`src/rtl/rvc_asap_dmem_fabric_5pl.sv`:
```
// Q103H data-access interconnect: decodes to NUM_TGT targets, inserts ready-based wait states with timeout,
// and returns aligned/extended load data at Q104H. Optional counters via RVC_DMEM_FABRIC_PERF_EN.
module rvc_asap_dmem_fabric_5pl #(
    parameter int NUM_TGT = 4,
    parameter int DEC_LSB = 12,
    parameter int IDX_W   = 3,
    parameter int TIMEOUT = 15
) (
    input  logic                   Clock,
    input  logic                   Rst,
    input  logic [31:0]            AddrQ103H,
    input  logic [31:0]            WrDataQ103H,
    input  logic [3:0]             ByteEnQ103H,
    input  logic                   WrEnQ103H,
    input  logic                   RdEnQ103H,
    input  logic                   SignExtQ103H,
    output logic                   StallQ103H,
    output logic [31:0]            RdDataQ104H,
    output logic                   ErrQ104H,
    output logic [NUM_TGT-1:0]     TgtReq,
    output logic                   TgtWrEn,
    output logic [31:0]            TgtAddr,
    output logic [31:0]            TgtWrData,
    output logic [3:0]             TgtByteEn,
    input  logic [NUM_TGT-1:0]     TgtReady,
    input  logic [NUM_TGT*32-1:0]  TgtRdData
`ifdef RVC_DMEM_FABRIC_PERF_EN
    ,
    output logic [NUM_TGT*32-1:0]  PerfAccCnt,
    output logic [31:0]            PerfStallCnt
`endif
);

    typedef enum logic {IDLE, WAIT} state_t;

    localparam logic [IDX_W:0] NUM_TGT_V = (IDX_W+1)'(NUM_TGT);
    localparam logic [7:0]     TIMEOUT_V = 8'(TIMEOUT);

    state_t             state;
    logic [7:0]         wait_cnt;
    logic [IDX_W-1:0]   idx;
    logic [NUM_TGT-1:0] sel;
    logic               access;
    logic               load;
    logic               idx_ok;
    logic               rdy_sel;
    logic               abort;
    logic               req_on;
    logic               accept;
    logic               dec_err;

    // Q104H sideband captured on acceptance
    logic [IDX_W-1:0]   idx_q;
    logic [1:0]         lo_q;
    logic [3:0]         be_q;
    logic               sext_q;
    logic               ld_q;
    logic               err_q;

    logic [31:0]        word;
    logic [15:0]        half;
    logic [7:0]         byte_v;

    assign idx    = AddrQ103H[DEC_LSB+IDX_W-1:DEC_LSB];
    assign access = RdEnQ103H | WrEnQ103H;
    assign load   = RdEnQ103H & ~WrEnQ103H;
    assign idx_ok = {1'b0, idx} < NUM_TGT_V;

    always_comb begin
        sel = '0;
        for (int i = 0; i < NUM_TGT; i++) begin
            sel[i] = ({1'b0, idx} == (IDX_W+1)'(i));
        end
    end

    assign rdy_sel = |(sel & TgtReady);
    // Inputs are held stable during WAIT, so the request decode stays valid until accept or abort.
    assign abort   = ~Rst & access & idx_ok & ~rdy_sel & (state == WAIT) & (wait_cnt == TIMEOUT_V);
    assign req_on  = ~Rst & access & idx_ok & ~abort;
    assign accept  = req_on & rdy_sel;
    assign dec_err = ~Rst & access & ~idx_ok;

    assign TgtReq     = req_on ? sel : '0;
    assign StallQ103H = req_on & ~rdy_sel;
    assign TgtWrEn    = WrEnQ103H;
    assign TgtAddr    = AddrQ103H;
    assign TgtWrData  = WrDataQ103H;
    assign TgtByteEn  = ByteEnQ103H;

    always_ff @(posedge Clock) begin
        if (Rst) begin
            state    <= IDLE;
            wait_cnt <= '0;
            idx_q    <= '0;
            lo_q     <= '0;
            be_q     <= '0;
            sext_q   <= 1'b0;
            ld_q     <= 1'b0;
            err_q    <= 1'b0;
        end else begin
            err_q <= dec_err | abort;
            ld_q  <= accept & load;
            if (accept) begin
                idx_q  <= idx;
                lo_q   <= AddrQ103H[1:0];
                be_q   <= ByteEnQ103H;
                sext_q <= SignExtQ103H;
            end
            case (state)
                IDLE: begin
                    if (req_on && !rdy_sel) begin
                        state    <= WAIT;
                        wait_cnt <= 8'd1;
                    end
                end
                WAIT: begin
                    if (!req_on || rdy_sel) begin
                        state    <= IDLE;
                        wait_cnt <= '0;
                    end else begin
                        wait_cnt <= wait_cnt + 8'd1;
                    end
                end
            endcase
        end
    end

    always_comb begin
        word = '0;
        for (int i = 0; i < NUM_TGT; i++) begin
            if (idx_q == IDX_W'(i)) begin
                word = TgtRdData[i*32 +: 32];
            end
        end
    end

    always_comb begin
        half        = lo_q[1] ? word[31:16] : word[15:0];
        byte_v      = word[7:0];
        RdDataQ104H = '0;
        case (lo_q)
            2'd1:    byte_v = word[15:8];
            2'd2:    byte_v = word[23:16];
            2'd3:    byte_v = word[31:24];
            default: byte_v = word[7:0];
        endcase
        if (ld_q) begin
            case (be_q)
                4'hF:       RdDataQ104H = word;
                4'h3, 4'hC: RdDataQ104H = {{16{sext_q & half[15]}}, half};
                default:    RdDataQ104H = {{24{sext_q & byte_v[7]}}, byte_v};
            endcase
        end
    end

    assign ErrQ104H = err_q;

`ifdef RVC_DMEM_FABRIC_PERF_EN
    always_ff @(posedge Clock) begin
        if (Rst) begin
            PerfAccCnt   <= '0;
            PerfStallCnt <= '0;
        end else begin
            for (int i = 0; i < NUM_TGT; i++) begin
                if (accept && sel[i] && (PerfAccCnt[i*32 +: 32] != 32'hFFFF_FFFF)) begin
                    PerfAccCnt[i*32 +: 32] <= PerfAccCnt[i*32 +: 32] + 32'd1;
                end
            end
            if (StallQ103H && (PerfStallCnt != 32'hFFFF_FFFF)) begin
                PerfStallCnt <= PerfStallCnt + 32'd1;
            end
        end
    end
`endif

endmodule

```
`config.mk`:
```
export PLATFORM = sky130hd
export DESIGN_NAME = rvc_asap_dmem_fabric_5pl
export DESIGN_NICKNAME = d
export VERILOG_FILES = /design/src/rtl/rvc_asap_dmem_fabric_5pl.sv
export SDC_FILE = /design/constraint.sdc
export NUM_CORES = 1
export LEC_CHECK = 0
export CELL_PAD_IN_SITES_DETAIL_PLACEMENT = 1
export CELL_PAD_IN_SITES_GLOBAL_PLACEMENT = 1
export CORE_MARGIN = 2
export CORE_UTILIZATION = 19
export DETAILED_ROUTE_END_ITERATION = 6
export PLACE_DENSITY_LB_ADDON = 0.3
export SLEW_MARGIN = 20
export SYNTH_ARGS = -nofsm -noshare
export SYNTH_HDL_FRONTEND = slang
export SYNTH_SLANG_ARGS = --single-unit
```
`constraint.sdc`:
```
create_clock -name Clock -period 2.4 [get_ports Clock]
set_input_delay 0.48 -clock Clock [delete_from_list [all_inputs] [get_ports Clock]]
set_output_delay 0.48 -clock Clock [all_outputs]
set_load 0.05 [all_outputs]
```
==> impl_metrics.csv, run 1 <==
group,metric,value,unit
status,status,"finished with violations",
status,failed_checks,"setup timing",
critical_path,cp_cell_sequence,"buf_12 > buf_4 > mux4_2 > a22o_1 > a211oi_2 > buf_4 > nor3_4 > buf_12",
timing,skew,3.66,ps
critical_path,critPathSlowestCell,"sky130_fd_sc_hd__mux4_2",
route,drcViolationCount,0,
run,drv_cap,0,
critical_path,worst-setup-path-type,"reg2out",
timing,smallest_hold_slack,517,ps
power_and_ir_drop,p_sw_share,31.7,%
cts,cts-buffers-inserted,3,
global_routing,grt_util_all_layers,17.2,%
power_and_ir_drop,sequential_fraction_of_design_power,23.1,%
critical_path,worst_ep_arrival_time,2240,ps
cts,clock_tree_from_tritoncts,"done",
finish,multiInputGateArea,2550,um2
timing,slew_violations,0,
die,placement_rows,46,
global_routing,grt_max_degree,23,
finish,layout-area-overhead-vs-synth,114,%
yosys,postSynthNetCount,565,
route,via_count,3672,
finish,num-nets-final,764,
yosys,netlist.top_cell.by_area,"sky130_fd_sc_hd__mux4_2",
timing,finalSetupTns,-8990,ps
route,drt_iter0_markers,157,
critical_path,worstSetupStartpointType,"flip-flop",
timing,worst-slew-pin-transition,535,ps
timing,rsz0062_at_grt,"yes",
placement,place.port_buffers,193,
die,die-area,17200,um2
cts,worstSkewPairLatency,260,ps
power_and_ir_drop,power.density,245,nW/um2
critical_path,critPathRequiredTime,1920,ps
global_routing,grt_overflow_total,0,
yosys,post_synth.cell_area_avg,8.57,um2
route,ant_nets,0,
die,design.core.area,15800,um2
global_routing,globalRouteMet1Util,18.7,%
route,drtPass1Iterations,4,
finish,area.sequential,425,um2
yosys,gate_count_after_technology_mapping,359,
yosys,postSynth.asyncResetShare,0,%
timing,final_min_period_over_clock_period,113,%
global_routing,grt_pass1_wl,23800,um
critical_path,cpPeakStageDelay,560,ps
cts,clock-root-buffer,"sky130_fd_sc_hd__clkbuf_16",
yosys,netlist_top_cells_count,"70 x sky130_fd_sc_hd__buf_4, 36 x sky130_fd_sc_hd__nand2_1, 27 x sky130_fd_sc_hd__mux4_2, 25 x sky130_fd_sc_hd__nor2_1",
timing,worst_slack,-319,ps
global_routing,use_met2,32.7,%
route,routed_wirelength,15300,um
timing,setup_violations,32,
cts,cts_htree_levels,1,
critical_path,reg2reg_slack,280,ps
yosys,synth_largest_type_area_fraction,19.8,%
timing,max-slew-margin-rel,64.2,%
placement,post-dp-hpwl,12600,um
die,die-height,131,um
hold_path,min_from,"wait_cnt[0]",
critical_path,worstReg2RegEnd,"wait_cnt[4]",
cts,cts_max_path_buffers,2,
cts,clock_sink_count,21,
global_routing,antenna_found_initial,0,
placement,gp_congestion,0.789,
global_routing,grt_pass1_vias,4234,
power_and_ir_drop,cellInternalPower,0.00110,W
die,boundaryPins,312,
hold_path,worstHoldPathCells,2,
route,wire_per_inst,19.7,um
critical_path,worstPathMaxFanout,6,
timing,period_minus_slack,2720,ps
timing,max_freq,0.368,GHz
critical_path,worstReg2RegStart,"wait_cnt[0]",
yosys,synth_warnings,0,
die,die_width,131,um
yosys,synth_flop_cell,"sky130_fd_sc_hd__dfxtp_1",
power_and_ir_drop,peak_supply_drop,218,uV
yosys,synth_seq_area_share,13.7,%
finish,num_antenna_cells,0,
critical_path,worst_reg2reg_path_length_in_cells,8,
power_and_ir_drop,comb_power_share,54.1,%
global_routing,grt_busiest_layer,"met2",
power_and_ir_drop,switching_power,0.000512,W
global_routing,grt_met3_use,3.36,%
critical_path,worstSetupEndpointType,"primary output",
hold_path,worstHoldEndpoint,"wait_cnt[0]",
route,routed_via_density,4.75,
finish,share_of_cells_above_drive_strength_1,45.2,%
yosys,yosys.cell_types.count,47,
power_and_ir_drop,p_leak,2.45,nW
cts,path_clk_slew,60,ps
yosys,synth_area,3080,um2
power_and_ir_drop,clkPwrFrac,22.8,%
power_and_ir_drop,total_power,0.00161,W
timing,hold_viol_final,0,
hold_path,hold_path_class,"reg2reg",
yosys,postSynthRegisterBits,21,
yosys,synthMostInstantiatedCell,"sky130_fd_sc_hd__buf_4",
finish,final.fill_count,1729,
yosys,synth-edff-count,0,
die,start_util,19.4,%
yosys,synth_area_leaders,"sky130_fd_sc_hd__mux4_2 20%, sky130_fd_sc_hd__buf_4 17%, sky130_fd_sc_hd__dfxtp_1 14%",
## kinds of logic after synthesis
kind of cell               Yosys count  share of synthesized area [%]
buffers and inverters               98                           21.4
muxes                               48                           26.6
DFF                                 21                           13.7
AOI/OAI and AO/OA                   64                           15.7
xor gates and xnor gates             6                           1.71
adders and majority gates            1                          0.407
and+or+nand+nor                    121                           20.5
## power by group through the flow
stage | sequential [W] | combinational [W] | clock (W)
6_report | 0.000373 | 0.000874 | 0.000367
5_1_grt | 0.000374 | 0.000925 | 0.000396
2_1_floorplan | 0.000380 | 0.000601 | 0
3_5_place_dp | 0.000381 | 0.000812 | 0
3_3_place_gp | 0.000380 | 0.000793 | 0
4_1_cts | 0.000372 | 0.000852 | 0.000381
## routing by layer
layer | vias up | wire [um]
met5 | - | 0
li1 | 1683 | -
met2 | 129 | 8130
met1 | 1802 | 5730
met3 | 58 | 818
met4 | 0 | 581
## timing repair
item	4_1_cts	5_1_grt
hold buffers	0	0
cloned	2	1
buffers inserted	12	3
endpoints found under the setup margin	37	37
pin swaps	17	9
resized for setup	62	24
## layout by cell type, fill, tap and decap left out, types with 4 or more instances in the layout
cell	instances
sky130_fd_sc_hd__clkbuf_16	4
sky130_fd_sc_hd__mux4_2	27
sky130_fd_sc_hd__nand2_1	36
sky130_fd_sc_hd__clkdlybuf4s50_1	121
sky130_fd_sc_hd__nor2_4	10
sky130_fd_sc_hd__a21oi_4	12
sky130_fd_sc_hd__nand3_2	4
sky130_fd_sc_hd__dfxtp_1	19
sky130_fd_sc_hd__a21oi_2	6
sky130_fd_sc_hd__nand3_1	4
sky130_fd_sc_hd__a22o_1	6
sky130_fd_sc_hd__nand3b_1	7
sky130_fd_sc_hd__buf_12	53
sky130_fd_sc_hd__nor2_1	13
sky130_fd_sc_hd__dlygate4sd2_1	21
sky130_fd_sc_hd__a221oi_2	6
sky130_fd_sc_hd__buf_6	5
sky130_fd_sc_hd__nor3_4	5
sky130_fd_sc_hd__dlymetal6s2s_1	4
sky130_fd_sc_hd__buf_4	82
sky130_fd_sc_hd__a221oi_1	7
sky130_fd_sc_hd__mux2i_1	20
sky130_fd_sc_hd__a211oi_2	5
## through the flow
stage / utilization [%] / area (um2) / cells / setup WS (ps)
floorplan: - / 3400 / 359 / -437
global placement: 38.5 / 6090 / 754 / -429
detailed placement: 38.5 / 6090 / 754 / -470
CTS: 40.9 / 6470 / 771 / -341
global route: 41.6 / 6590 / 773 / -416
finish: 41.6 / 6590 / 773 / -319
## cell type report
class | count | area share (%)
Multi-Input combinational cell | 240 | 38.8
Timing Repair Buffer | 289 | 49.3
Tap cell | 216 | 4.10
Clock buffer | 3 | 1.14
Inverter | 3 | 0.171
Sequential cell | 21 | 6.46
Clock inverter | 1 | 0.114
## registers in the layout, indices dropped and copies added (netlist names)
register,count
state,1
lo_q,2
wait_cnt,8
idx_q,3
ErrQ104H,1
sext_q,1
be_q,4
ld_q,1
## how the worst max path moves through the flow
| stage | start | slack, ps | endpoint | cells past startpoint |
|---|---|---|---|---|
| detailed placement | TgtRdData[119] | -470 | RdDataQ104H[19] | 8 |
| finish | idx_q[0] | -320 | RdDataQ104H[6] | 8 |
| CTS | idx_q[0] | -340 | RdDataQ104H[2] | 8 |
| global placement | TgtRdData[119] | -430 | RdDataQ104H[18] | 8 |
| floorplan | Rst | -440 | TgtReq[2] | 4 |
| global route | idx_q[0] | -420 | RdDataQ104H[6] | 8 |
## worst max-delay path: cells and delay by family (launching register included)
family,cells,cell delay [ps]
simple gates,1,40
compound gates,2,420
mux,1,560
flops,1,420
buf+inv,4,520
Note: power is estimated with default switching activity, not from simulation.
==> run 2, diff against run 1 <==
--- a/config.mk
+++ b/config.mk
@@ -7,11 +7,12 @@
 export LEC_CHECK = 0
 export CELL_PAD_IN_SITES_DETAIL_PLACEMENT = 1
 export CELL_PAD_IN_SITES_GLOBAL_PLACEMENT = 1
-export CORE_MARGIN = 2
+export CORE_MARGIN = 5
 export CORE_UTILIZATION = 19
 export DETAILED_ROUTE_END_ITERATION = 6
+export GPL_TIMING_DRIVEN = 0
 export PLACE_DENSITY_LB_ADDON = 0.3
-export SLEW_MARGIN = 20
+export SLEW_MARGIN = 30
 export SYNTH_ARGS = -nofsm -noshare
 export SYNTH_HDL_FRONTEND = slang
 export SYNTH_SLANG_ARGS = --single-unit
==> impl_metrics.csv, run 2 (synthesized netlist as in run 1, its figures left out) <==
group,metric,value,unit
power_and_ir_drop,p_leak,2.69,nW
timing,slew_violations,0,
power_and_ir_drop,peak_supply_drop,324,uV
timing,max-slew-margin-rel,62.9,%
power_and_ir_drop,p_sw_share,37.8,%
timing,final_min_period_over_clock_period,116,%
power_and_ir_drop,clkPwrFrac,18.9,%
route,wire_per_inst,20.4,um
cts,clock_sink_count,21,
critical_path,worst_ep_arrival_time,2300,ps
route,drcViolationCount,0,
die,design.core.area,15900,um2
global_routing,grt_util_all_layers,17.2,%
run,drv_cap,0,
finish,largest_register_ffs,8,
critical_path,worst-setup-path-type,"in2out",
global_routing,grt_pass1_vias,4474,
die,die_width,137,um
global_routing,grt_max_degree,12,
power_and_ir_drop,power.density,265,nW/um2
route,drtPass1Iterations,4,
timing,skew,2.55,ps
route,drt_iter0_markers,180,
finish,final.fill_count,1787,
finish,mostFrequentLayoutCell,"sky130_fd_sc_hd__clkdlybuf4s50_1",
cts,path_clk_slew,60,ps
cts,clock-root-buffer,"sky130_fd_sc_hd__clkbuf_16",
die,placement_rows,46,
finish,register_with_the_most_flip_flops,"wait_cnt",
timing,smallest_hold_slack,524,ps
timing,setup_violations,32,
die,die-height,137,um
global_routing,grt_pass1_wl,25200,um
power_and_ir_drop,switching_power,0.000707,W
route,ant_nets,0,
placement,place_inst,826,
placement,gp_congestion,0.819,
status,failed_checks,"setup timing",
finish,multiInputGateArea,2600,um2
power_and_ir_drop,comb_power_share,61.1,%
finish,layout-area-overhead-vs-synth,130,%
cts,cts-buffers-inserted,3,
finish,layout.cell_area.non_filler,7060,um2
finish,area.sequential,433,um2
timing,worst-slew-pin-transition,555,ps
critical_path,worstSetupEndpointType,"primary output",
cts,cts_hold_buffers,0,
die,die-area,18800,um2
critical_path,critPathRequiredTime,1920,ps
global_routing,antenna_found_initial,0,
status,status,"finished with violations",
finish,post_layout_instance_count_excluding_filler_cells,858,
placement,place.port_buffers,251,
placement,dpl_cell_area,6180,um2
power_and_ir_drop,sequential_fraction_of_design_power,20.1,%
cts,clock_tree_from_tritoncts,"done",
finish,share_of_cells_above_drive_strength_1,41.6,%
hold_path,hold_path_class,"reg2reg",
critical_path,worstSetupStartpointType,"input pin",
global_routing,grt_overflow_total,0,
cts,worstSkewPairLatency,250,ps
finish,num-nets-final,849,
timing,worst_slack,-382,ps
route,routed_via_density,4.70,
route,via_count,4029,
timing,period_minus_slack,2780,ps
cts,cts_max_path_buffers,2,
power_and_ir_drop,total_power,0.00187,W
die,boundaryPins,312,
critical_path,worstPathMaxFanout,8,
route,routed_wirelength,17500,um
cts,cts_htree_levels,1,
finish,largest_registers,"wait_cnt: 8 flops, be_q: 4 flops, idx_q: 3 flops",
timing,max_freq,0.360,GHz
placement,post-dp-hpwl,14200,um
die,start_util,19.4,%
timing,hold_viol_final,0,
finish,layout.cells.most_common_list,"182 x sky130_fd_sc_hd__clkdlybuf4s50_1, 98 x sky130_fd_sc_hd__buf_4, 35 x sky130_fd_sc_hd__nand2_1",
timing,rsz0062_at_grt,"yes",
finish,num_antenna_cells,0,
power_and_ir_drop,cellInternalPower,0.00117,W
[run 2: area by class of cell]
class	instances	share of cell area (%)
repair buffers	282	41.2
multi-input cells	240	36.8
plain buffers	92	10.7
flip-flops and latches	21	6.13
well taps	216	3.83
clock buffers	4	1.12
inverters	3	0.159
[run 2: final timing paths]
kind,start,endpoint,slack [ps],cells past startpoint
max,TgtRdData[95],RdDataQ104H[25],-380,9
min,wait_cnt[0],wait_cnt[0],520,2
max reg2reg,wait_cnt[0],wait_cnt[4],270,8
min reg2reg,wait_cnt[0],wait_cnt[0],520,2
[run 2: per-layer routing]
metal	part of all wire [%]	wire (um)	GRT usage, %	vias to the layer above
li1	-	-	-	1853
met1	37	6570	19.3	1954
met2	53	9360	33.8	198
met3	6.7	1180	2.23	24
met4	2.4	419	4.27	0
met5	0	0	0	-
[run 2: power by group through the flow]
stage	Clock, W	Combinational, W	Sequential (W)
2_1_floorplan	0	0.000601	0.000380
5_1_grt	0.000374	0.00120	0.000377
4_1_cts	0.000359	0.00113	0.000376
3_5_place_dp	0	0.00105	0.000381
3_3_place_gp	0	0.00104	0.000380
6_report	0.000353	0.00114	0.000376
[run 2: worst max-delay path: stages]
cell,delay (ps)
sky130_fd_sc_hd__clkdlybuf4s50_1,450
sky130_fd_sc_hd__mux4_2,290
sky130_fd_sc_hd__nand3_1,110
sky130_fd_sc_hd__a211oi_2,290
sky130_fd_sc_hd__nor2_4,60
sky130_fd_sc_hd__buf_12,150
sky130_fd_sc_hd__clkbuf_16,170
sky130_fd_sc_hd__a21oi_4,140
sky130_fd_sc_hd__buf_8,160
[run 2: metrics by stage]
step | setup TNS, ps | worst slack, ps | utilization, %
5_1_grt | -12950 | -439 | 44.5
3_5_place_dp | -44690 | -1310 | 38.9
6_report | -10940 | -382 | 44.5
2_1_floorplan | -1760 | -437 | -
3_3_place_gp | -42790 | -1290 | 38.9
4_1_cts | -10480 | -363 | 43.4
[run 2: repair_timing]
item | CTS | global route
setup endpoints to repair | 51 | 34
resized for setup | 383 | 18
gates cloned | 2 | 1
buffers inserted | 23 | 5
pin swaps | 21 | 9
==> run 3, diff against run 2 <==
--- a/config.mk
+++ b/config.mk
@@ -7,8 +7,8 @@
 export LEC_CHECK = 0
 export CELL_PAD_IN_SITES_DETAIL_PLACEMENT = 1
 export CELL_PAD_IN_SITES_GLOBAL_PLACEMENT = 1
-export CORE_MARGIN = 5
-export CORE_UTILIZATION = 19
+export CORE_MARGIN = 8
+export CORE_UTILIZATION = 17
 export DETAILED_ROUTE_END_ITERATION = 6
 export GPL_TIMING_DRIVEN = 0
 export PLACE_DENSITY_LB_ADDON = 0.3
==> constraint.sdc (replaced) <==
create_clock -name Clock -period 2.5 [get_ports Clock]
set_input_delay 0.5 -clock Clock [delete_from_list [all_inputs] [get_ports Clock]]
set_output_delay 0.5 -clock Clock [all_outputs]
set_load 0.05 [all_outputs]
==> impl_metrics.csv, run 3 (synthesized netlist as in run 1, its figures left out) <==
group,metric,value,unit
status,status,"finished with violations",
status,failed_checks,"setup timing",
finish,largest_register_ffs,8,
power_and_ir_drop,power.density,253,nW/um2
critical_path,cp_cell_sequence,"buf_8 > mux4_2 > a21oi_4 > o2111ai_4 > nand4_4 > buf_12 > buf_12 > nor2_2 > buf_6",
power_and_ir_drop,total_power,0.00180,W
finish,num-nets-final,852,
timing,worst-slew-pin-transition,592,ps
critical_path,worst_ep_arrival_time,2250,ps
finish,layout-area-overhead-vs-synth,131,%
timing,slew_violations,0,
finish,largest_registers,"wait_cnt: 8 flops, be_q: 4 flops, idx_q: 3 flops",
cts,worstSkewPairLatency,250,ps
timing,worst_slack,-250,ps
placement,gp_congestion,0.830,
route,drtPass1Iterations,4,
route,wire_per_inst,21.4,um
timing,skew,1.22,ps
critical_path,worst-setup-path-type,"reg2out",
finish,share_of_cells_above_drive_strength_1,42.3,%
global_routing,grt_pass1_wl,27000,um
global_routing,grt_util_all_layers,15.4,%
route,drt_iter0_markers,145,
global_routing,grt_pass1_vias,4537,
placement,post-dp-hpwl,15100,um
timing,max-slew-margin-rel,60.4,%
cts,path_clk_slew,60,ps
die,placement_rows,49,
die,die_width,151,um
placement,place.port_buffers,251,
die,start_util,17.2,%
critical_path,critPathSlowestCell,"sky130_fd_sc_hd__mux4_2",
die,die-area,22700,um2
route,routed_via_density,4.60,
finish,layout.cells.most_common_list,"186 x sky130_fd_sc_hd__clkdlybuf4s50_1, 96 x sky130_fd_sc_hd__buf_4, 36 x sky130_fd_sc_hd__nand2_1",
global_routing,grt_max_degree,12,
timing,setup_violations,32,
critical_path,worstSetupStartpointType,"flip-flop",
timing,max_freq,0.364,GHz
hold_path,hold_path_class,"reg2reg",
critical_path,worst_path_most_repeated_cell,"sky130_fd_sc_hd__buf_12",
route,drcViolationCount,0,
cts,cts_max_path_buffers,2,
timing,finalSetupTns,-6960,ps
global_routing,antenna_found_initial,0,
run,drv_cap,0,
finish,fin_util,39.9,%
critical_path,critPathRequiredTime,2000,ps
cts,cts_hold_buffers,0,
power_and_ir_drop,peak_supply_drop,200,uV
route,ant_nets,0,
cts,cts-buffers-inserted,3,
cts,clock-root-buffer,"sky130_fd_sc_hd__clkbuf_16",
cts,cts_htree_levels,1,
die,die-height,151,um
timing,period_minus_slack,2750,ps
route,routed_wirelength,18700,um
power_and_ir_drop,p_leak,2.75,nW
critical_path,cpPeakStageDelay,550,ps
die,design.core.area,17800,um2
global_routing,grt_overflow_total,0,
timing,hold_viol_final,0,
cts,clock_sink_count,21,
route,via_count,4022,
finish,mostFrequentLayoutCell,"sky130_fd_sc_hd__clkdlybuf4s50_1",
finish,num_antenna_cells,0,
finish,register_with_the_most_flip_flops,"wait_cnt",
die,boundaryPins,312,
critical_path,worstPathMaxFanout,8,
timing,final_min_period_over_clock_period,110,%
critical_path,path_delay_family,"buffers and inverters",
cts,clock_tree_from_tritoncts,"done",
critical_path,worstSetupEndpointType,"primary output",
timing,rsz0062_at_grt,"yes",
critical_path,crit_buf_inv,4,
==> run 3: cell types whose count changed in the layout (fill, tap and decap cells not counted), sizes merged <==
| cell | previous run | this run |
|---|---|---|
| clkdlybuf4s50 | 182 | 186 |
| buf | 151 | 153 |
| dlymetal6s2s | 0 | 6 |
| clkdlybuf4s15 | 0 | 1 |
| dlygate4sd2 | 31 | 21 |
==> run 3: metal layers <==
metal	vias up	wire (um)	track usage (%)
li1	1852	-	-
met1	1978	6840	17.0
met2	174	10300	30.2
met3	18	1360	2.49
met4	0	254	2.30
met5	-	0	0
==> run 3: final timing paths <==
kind | slack, ps | end | cells after the start | start
max | -250 | RdDataQ104H[13] | 9 | idx_q[0]
max reg2reg | 280 | wait_cnt[4] | 8 | wait_cnt[0]
min reg2reg | 510 | wait_cnt[0] | 2 | wait_cnt[0]
min | 510 | wait_cnt[0] | 2 | wait_cnt[0]
==> run 3: what timing repair did <==
item,CTS,global route
endpoints found under the setup margin,39,39
gates resized for setup,377,61
cloned,2,1
pin swaps,18,15
buffers inserted,21,12
==> run 3: report_power, final <==
group          switching (W)  leakage [nW]  internal [W]
registers          0.0000146         0.173      0.000347
logic               0.000540          2.54      0.000560
clock network       0.000118        0.0382      0.000217
total               0.000673          2.75       0.00112
==> run 3: tightest hold or removal path: stages, from the launching register on <==
cell and delay (ps):
sky130_fd_sc_hd__dfxtp_1 330, sky130_fd_sc_hd__nand2b_1 80, sky130_fd_sc_hd__a21oi_1 50
==> run 3: stage by stage <==
step                std cells  hold WS, ps  instance area [um2]  worst slack [ps]
CTS                       863          521                 6820              -309
detailed placement        839          503                 6020             -1300
global placement          839          490                 6020             -1280
finish                    874          513                 7110              -250
global route              874          553                 7110              -310
floorplan                 359          464                 3220              -377
==> run 3: final cells by class <==
class                      instances  area, um2
buffer                            92        779
clock buffer                       4       78.8
fill                            1999      10700
inverter                           3       11.3
multi-input combinational        240       2570
sequential                        21        427
tap                              229        287
timing repair buffer             285       2950
